## config.mk

```make
export PLATFORM = sky130hd
export DESIGN_NAME = seqdet_sched
export DESIGN_NICKNAME = d
export VERILOG_FILES = /design/src/rtl/seqdet_sched.sv
export SDC_FILE = /design/constraint.sdc
export NUM_CORES = 1
export LEC_CHECK = 0
export CAP_MARGIN = 20
export CORE_MARGIN = 5
export CORE_UTILIZATION = 46
export CTS_CLUSTER_DIAMETER = 150
export DETAILED_ROUTE_END_ITERATION = 8
export PLACE_DENSITY_LB_ADDON = 0.2
export SLEW_MARGIN = 20
export SYNTH_ARGS = -nofsm -noshare
export SYNTH_HDL_FRONTEND = slang
export SYNTH_SLANG_ARGS = --single-unit
```

## constraint.sdc

```tcl
create_clock -name clk -period 3.2 [get_ports clk]
set_input_delay 0.96 -clock clk [delete_from_list [all_inputs] [get_ports clk]]
set_output_delay 0.96 -clock clk [all_outputs]
set_load 0.02 [all_outputs]
```

## src/rtl/seqdet_sched.sv

```systemverilog
// seqdet_sched: round-robin scheduler sharing one serial sequence detector among NREQ requesters.
// Define SEQDET_SCHED_LSB_FIRST_EN to serialize words LSB first (default MSB first).
module seqdet_sched #(
  parameter int NREQ    = 4,
  parameter int WORD_W  = 8,
  parameter int CNT_W   = 4,
  parameter int DET_LAT = 1
) (
  input  logic                     clk,
  input  logic                     reset,
  input  logic [NREQ-1:0]          req_valid,
  input  logic [NREQ*WORD_W-1:0]   req_data,
  output logic [NREQ-1:0]          req_ready,
  output logic                     det_reset,
  output logic                     det_in,
  input  logic                     det_out,
  output logic                     rsp_valid,
  output logic [$clog2(NREQ)-1:0]  rsp_id,
  output logic [CNT_W-1:0]         rsp_count,
  input  logic                     rsp_ready,
  output logic                     busy
);
  localparam int ID_W  = $clog2(NREQ);
  localparam int CYC_W = $clog2(WORD_W + DET_LAT + 1);
  localparam logic [2:0] IDLE = 3'd0, CLEAR = 3'd1, SHIFT = 3'd2, DRAIN = 3'd3, RESP = 3'd4;
  localparam logic [CYC_W-1:0] LAST_BIT = CYC_W'(WORD_W - 1);
  localparam logic [CYC_W-1:0] LAST_CYC = CYC_W'(WORD_W + DET_LAT - 1);
  localparam logic [CYC_W-1:0] WIN      = CYC_W'(DET_LAT);
  logic [2:0]        state;
  logic [ID_W-1:0]   last_id, gid;
  logic              found, grant, more, in_win, nbit;
  logic [WORD_W-1:0] sr, sr_nx;
  logic [CYC_W-1:0]  cyc;
  // Scan from farthest to nearest so the first valid index after last_id wins.
  always_comb begin
    found = 1'b0;
    gid   = '0;
    for (int k = NREQ; k >= 1; k--) begin
      if (req_valid[(int'(last_id) + k) % NREQ]) begin
        found = 1'b1;
        gid   = ID_W'((int'(last_id) + k) % NREQ);
      end
    end
  end
`ifdef SEQDET_SCHED_LSB_FIRST_EN
  assign nbit  = sr[0];
  assign sr_nx = sr >> 1;
`else
  assign nbit  = sr[WORD_W-1];
  assign sr_nx = sr << 1;
`endif
  assign grant     = state == IDLE && found;
  assign req_ready = (grant && reset) ? NREQ'(1) << gid : '0;
  assign rsp_valid = state == RESP;
  assign busy      = state != IDLE;
  // det_in is registered, so the next bit is loaded one cycle ahead of its SHIFT slot.
  assign more   = state == CLEAR || (state == SHIFT && cyc != LAST_BIT);
  assign in_win = (state == SHIFT || state == DRAIN) && cyc >= WIN;
  always_ff @(posedge clk or negedge reset) begin
    if (!reset) begin
      state     <= IDLE;
      last_id   <= ID_W'(NREQ - 1);
      rsp_id    <= '0;
      rsp_count <= '0;
      sr        <= '0;
      cyc       <= '0;
      det_reset <= 1'b1;
      det_in    <= 1'b0;
    end else begin
      det_reset <= grant;
      det_in    <= more & nbit;
      if (more) sr <= sr_nx;
      if (in_win && det_out && rsp_count != '1) rsp_count <= rsp_count + 1'b1;
      case (state)
        IDLE: if (found) begin
          state   <= CLEAR;
          sr      <= req_data[gid*WORD_W +: WORD_W];
          rsp_id  <= gid;
          last_id <= gid;
        end
        CLEAR: begin
          state     <= SHIFT;
          cyc       <= '0;
          rsp_count <= '0;
        end
        SHIFT: begin
          cyc <= cyc + 1'b1;
          if (cyc == LAST_BIT) state <= (DET_LAT == 0) ? RESP : DRAIN;
        end
        DRAIN: begin
          cyc <= cyc + 1'b1;
          if (cyc == LAST_CYC) state <= RESP;
        end
        RESP: if (rsp_ready) state <= IDLE;
        default: state <= IDLE;
      endcase
    end
  end
endmodule
```

==> results.py, run 1 <==
metrics = {
    "sta": {
        "setup-tns-final_ps": 0,
        "fin_skew_ps": 14.0,
        "drv_slew": 0,
        "max_freq_mhz": 316,
        "setup_viol": 0,
        "period_needed_ps": 3170,
        "max_slew_margin_pct": 61.9,
        "finalHoldViolations": 0,
        "period_share_pct": 98.9,
        "worst_pin_slew_ps": 570,
    },
    "power_and_ir_drop": {
        "peakVddDrop_mv": 0.601,
        "p_per_area_nw_per_um2": 747,
        "power.switching_w": 0.000741,
        "seq_power_share_pct": 34.6,
        "switching_share_pct": 42.3,
        "p_int_w": 0.00101,
        "cellLeakagePower_nw": 1.04,
        "pwr-share-comb_pct": 57.2,
        "p_clk_share_pct": 8.3,
    },
    "worst_setup_path": {
        "cp-end-kind": "primary output",
        "cp.required_ps": 2240,
        "start_kind": "input pin",
        "cp.arrival_ps": 2210,
        "crit_fanout": 3,
        "crit_type": "input pin to primary output",
    },
    "final_layout": {
        "antenna_cells": 0,
        "area_delta_synth_final_pct": 42.1,
        "fin_nets": 287,
        "final_cell_area_um2": 2340,
        "n_fill_cell": 269,
        "layout_common_cells": "45 x clkdlybuf4s50_1, 22 x dfrtp_1, 21 x a211oi_1, 19 x buf_4, 15 x nor2_1",
        "final_core_utilization_pct": 69.1,
        "final_common_cell": "clkdlybuf4s50_1",
        "drive_gt1_share_pct": 19.4,
    },
    "yosys": {
        "ys_ff_latch": 25,
        "synth_top_area_share_pct": 33.4,
        "ys_warn_count": 0,
        "yosysSeqAreaShare_pct": 38.2,
        "avgSynthCellArea_um2": 9.31,
        "syn-cell-area_um2": 1650,
        "async_reset_ff_share_pct": 100,
        "synth-edff-count": 0,
        "yosysUniqueCellTypes": 41,
        "synth_flop_cell": "dfrtp_1",
        "netlist_instances": 177,
        "synth_area_leaders": "dfrtp_1 33%, a211oi_1 9.6%, o31a_1 7.4%, dfstp_2 4.8%, mux2i_1 4.3%",
        "synth_fp_nets": 221,
        "synth_top_area_cell": "dfrtp_1",
    },
    "global_route": {
        "antenna_found_initial": 0,
        "grt_pass1_vias": 1709,
        "grt_first_pass_wirelength_um": 7620,
        "grt_max_degree": 18,
        "overflow": 0,
        "grtUsageTotal_pct": 18.6,
    },
    "detailed_routing": {
        "num_vias": 1600,
        "ant_nets": 0,
        "viasPerCell": 5.56,
        "routedWlPerCell_um": 15.6,
        "drt_iter0_markers": 53,
        "drc": 0,
        "firstDrtPassIters": 6,
        "wl_um": 4490,
    },
    "place": {
        "gp_congestion": 0.852,
        "placed_area_um2": 2300,
        "io_buffers": 53,
        "dpl.hpwl_um": 3470,
    },
    "cts": {
        "clk-insertion-delay-late_ps": 330,
        "h-tree-depth": 1,
        "cts_root_buf": "clkbuf_4",
        "cts_tree": "done",
        "clkSinkCount": 25,
        "cts_buffers": 3,
        "clk_pin_slew_worst_paths_ps": 120,
        "cts_hold_buf": 0,
        "clk_path_buf_depth": 2,
    },
    "status": {
        "status": "completed",
    },
    "floorplan": {
        "start_util_pct": 48.6,
        "ios": 54,
        "dieArea_um2": 4880,
        "die_w_um": 69.9,
        "rows": 21,
        "die_h_um": 69.9,
        "core_area_um2": 3390,
    },
    "min_path": {
        "hold_path.class": "flop to flop",
    },
    "run": {
        "drv_cap": 0,
    },
}
## worst max-delay path, cell delays in order
cell and delay, ps:
dlygate4sd2_1 250, or4_4 540, nand2b_4 100, inv_2 60, nand3_2 80, nor2_1 50
buf_2 160
## state kept, by name, indices dropped and copies added, names as in the netlist
| register | flops |
|---|---|
| det_in | 1 |
| sr | 8 |
| last_id | 2 |
| rsp_id | 2 |
| rsp_count | 4 |
| det_reset | 1 |
| cyc | 4 |
| state | 3 |
## layout make-up
type | instances | area (um2) | share of cell area [%]
multi-input cells | 134 | 963 | 41.1
flip-flops and latches | 25 | 629 | 26.9
inverters | 8 | 30.0 | 1.28
repair buffers | 71 | 636 | 27.1
clock buffers | 4 | 26.3 | 1.12
well taps | 46 | 57.6 | 2.46
## what timing repair did
action | in CTS | in global routing
gates cloned | 0 | 0
setup endpoints to repair | 4 | 4
gates resized for setup | 25 | 9
endpoints found under the hold margin | 0 | 0
pin swaps | 3 | 2
setup buffers | 2 | 1
## synthesized netlist by cell type, types with 2 or more instances
library cell,instances
a211oi_1,21
a21o_1,2
a21oi_1,7
a22o_1,2
and3_1,2
buf_2,3
buf_6,2
clkbuf_1,5
dfrtp_1,22
dfstp_2,3
ha_1,4
inv_1,7
mux2i_1,7
nand2_1,10
nand2b_1,3
nand3_1,4
nand4_1,2
nor2_1,16
nor2b_1,7
nor3_1,3
o21a_1,2
o21ai_0,7
o22ai_1,2
o31a_1,14
or2_2,2
or3_4,2
xor2_1,2
## power groups by stage
stage / Combinational [W] / Sequential, W / Clock [W]
after floorplan: 0.000632 / 0.000620 / 0
after global placement: 0.000927 / 0.000598 / 0
after detailed placement: 0.000973 / 0.000609 / 0
after CTS: 0.000993 / 0.000603 / 0.000149
after global routing: 0.00111 / 0.000626 / 0.000163
final: 0.00100 / 0.000605 / 0.000145
## worst paths after layout
| path | from | to | slack, ps | depth (start not counted) |
|---|---|---|---|---|
| worst max-delay path | req_valid[0] | req_ready[3] | 30 | 7 |
| worst min-delay path | rsp_id[1] | rsp_id[1] | 510 | 2 |
| worst max register to register | state[1] | sr[2] | 980 | 6 |
| worst min register to register | rsp_id[1] | rsp_id[1] | 510 | 2 |
| max in group asynchronous | reset | det_reset | 1870 | 2 |
| min in group asynchronous | reset | sr[6] | 1050 | 2 |
## cells by family after synthesis
| logic type | count (synthesis) | synth area share (%) |
|---|---|---|
| flops | 25 | 38.2 |
| simple gates | 56 | 18.7 |
| mux | 9 | 5.62 |
| fa+ha+maj | 4 | 3.04 |
| buf+inv | 18 | 5.24 |
| compound gates | 62 | 27.6 |
| xor+xnor | 3 | 1.59 |
## metal layers
layer	up-vias	wire (um)	global-route usage, %
met5	-	0	0
met4	0	99	4.68
met3	11	192	4.88
met1	760	1940	22.3
met2	42	2260	32.9
li1	787	-	-
## through the flow
step	setup WS (ps)	instances	hold WS (ps)	total power (W)
after floorplan	73.9	177	457	0.00125
after global placement	-619	281	464	0.00152
after detailed placement	-684	281	489	0.00158
after CTS	0.910	287	513	0.00175
after global routing	-17.2	288	548	0.00190
final	34.7	288	509	0.00175
No activity file was read; power rests on OpenSTA's default activity.
==> inputs of run 2 (changes only) <==
--- a/config.mk
+++ b/config.mk
@@ -5,9 +5,8 @@
 export SDC_FILE = /design/constraint.sdc
 export NUM_CORES = 1
 export LEC_CHECK = 0
-export CAP_MARGIN = 20
 export CORE_MARGIN = 5
-export CORE_UTILIZATION = 46
+export CORE_UTILIZATION = 49
 export CTS_CLUSTER_DIAMETER = 150
 export DETAILED_ROUTE_END_ITERATION = 8
 export PLACE_DENSITY_LB_ADDON = 0.2
==> constraint.sdc (replaced) <==
create_clock -name clk -period 3.94 [get_ports clk]
set_input_delay 1.182 -clock clk [delete_from_list [all_inputs] [get_ports clk]]
set_output_delay 1.182 -clock clk [all_outputs]
set_load 0.02 [all_outputs]
==> results.py, run 2 (synthesis gave the netlist of run 1 again) <==
metrics = {
    "status": {
        "status": "completed",
    },
    "floorplan": {
        "dieArea_um2": 4620,
        "start_util_pct": 50.2,
        "core_area_um2": 3280,
        "die_w_um": 68.0,
        "rows": 21,
        "ios": 54,
        "die_h_um": 68.0,
    },
    "cts": {
        "cts_resized": 17,
        "clkSinkCount": 25,
        "h-tree-depth": 1,
        "cts_tree": "done",
        "clk_path_buf_depth": 2,
        "cts_buffers": 3,
        "clk-insertion-delay-late_ps": 320,
        "cts_root_buf": "clkbuf_4",
        "clk_pin_slew_worst_paths_ps": 140,
        "cts_hold_buf": 0,
        "postCtsSetupBuffers": 0,
    },
    "final_layout": {
        "largest_reg_flops": 8,
        "layout_common_cells": "47 x clkdlybuf4s50_1, 22 x dfrtp_1, 21 x a211oi_1, 16 x nor2_1, 14 x o31a_1",
        "final_common_cell": "clkdlybuf4s50_1",
        "reg_top3": "sr: 8 flops, cyc: 4 flops, rsp_count: 4 flops",
        "area_delta_synth_final_pct": 38.7,
        "regMostFlops": "sr",
        "antenna_cells": 0,
        "fin_nets": 281,
        "final_cell_area_um2": 2290,
        "drive_gt1_share_pct": 14.8,
        "final_cells": 282,
    },
    "sta": {
        "finalHoldViolations": 0,
        "max_freq_mhz": 262,
        "rsz0062_at_grt": "false",
        "worst_pin_slew_ps": 643,
        "setup_viol": 0,
        "period_share_pct": 97.0,
        "fin_skew_ps": 7.57,
        "period_needed_ps": 3820,
        "max_slew_margin_pct": 56.9,
        "drv_slew": 0,
    },
    "detailed_routing": {
        "wl_um": 4410,
        "drc": 0,
        "ant_nets": 0,
        "drt_iter0_markers": 75,
        "routedWlPerCell_um": 15.6,
        "viasPerCell": 5.60,
        "num_vias": 1578,
        "firstDrtPassIters": 4,
    },
    "power_and_ir_drop": {
        "peakVddDrop_mv": 0.466,
        "p_per_area_nw_per_um2": 608,
        "fin_total_pwr_w": 0.00139,
        "cellLeakagePower_nw": 1.01,
    },
    "global_route": {
        "grt_first_pass_wirelength_um": 7150,
        "grt_max_degree": 26,
        "met2_usage_pct": 35.1,
        "use_met3_pct": 4.60,
        "grtUsageTotal_pct": 20.1,
        "overflow": 0,
        "grt-busiest-layer": "met2",
        "antenna_found_initial": 0,
        "grt_pass1_vias": 1601,
        "grtUsageMet1_pct": 24.3,
    },
    "place": {
        "dp_cells": 278,
        "io_buffers": 53,
        "placed_area_um2": 2270,
        "gp_congestion": 0.818,
        "dpl.hpwl_um": 3500,
    },
    "worst_setup_path": {
        "crit_type": "input pin to primary output",
        "cp_slowest_cell": "or4_4",
        "cp-end-kind": "primary output",
        "start_kind": "input pin",
        "cp.arrival_ps": 2640,
        "worstPathCellList": "clkdlybuf4s50_1 -> or4_4 -> nand2b_4 -> inv_2 -> nand3_1 -> nor2_1 -> buf_2",
        "cp.required_ps": 2760,
        "crit_family": "simple AND/OR/NAND/NOR gates",
        "worst-path-buf-inv": 3,
        "critPathMaxStageDelay_ps": 560,
        "crit_fanout": 4,
    },
    "min_path": {
        "hold_path.class": "flop to flop",
    },
    "run": {
        "drv_cap": 0,
    },
}
[run 2: cell count changes in the layout (fill, tap and decap cells not counted), sizes merged]
cell and change:
buf -7, clkbuf -2, clkdlybuf4s50 +2, clkinv +1
[run 2: area by class of cell]
type | instances | area (um2)
Clock buffer | 3 | 22.5
Clock inverter | 1 | 5.00
Fill cell | 275 | 998
Inverter | 8 | 30.0
Multi-Input combinational cell | 134 | 943
Sequential cell | 25 | 629
Tap cell | 46 | 57.6
Timing Repair Buffer | 65 | 598
[run 2: metal layers]
layer | wire length, um | vias to the layer above
met5 | 0 | -
met4 | 91 | 0
met3 | 148 | 10
met2 | 2290 | 29
met1 | 1880 | 763
li1 | - | 776
[run 2: worst paths after layout]
path,from,to,slack [ps],depth (start not counted)
max reg2reg,state[2],sr[2],1660,6
min,sr[7],det_in,510,2
min reg2reg,sr[7],det_in,510,2
min in group asynchronous,reset,state[0],1290,2
max,req_valid[0],req_ready[3],120,7
max in group asynchronous,reset,last_id[1],2360,2
[run 2: metrics by stage]
| stage | hold slack, ps | setup slack (ps) | TNS (ps) | util, % |
|---|---|---|---|---|
| after floorplan | 457 | 202 | 0 | - |
| after global placement | 464 | -326 | -1280 | 69.1 |
| after detailed placement | 476 | -407 | -1530 | 69.1 |
| after CTS | 515 | -7.00 | -7.00 | 70.3 |
| after global routing | 529 | 61.4 | 0 | 69.6 |
| final | 510 | 118 | 0 | 69.6 |
[run 2: power breakdown]
part | switching, W | leakage [nW] | internal (W)
logic | 0.000394 | 0.690 | 0.000387
registers | 0.000114 | 0.302 | 0.000380
clock network | 0.0000774 | 0.0177 | 0.0000380
total | 0.000586 | 1.01 | 0.000805
[run 2: worst reg2reg max path: stages, from the launching register on]
cell	delay [ps]
dfrtp_1	500
or3_4	430
nand2b_4	160
buf_4	170
or3_4	460
a211oi_1	340
a211oi_1	90
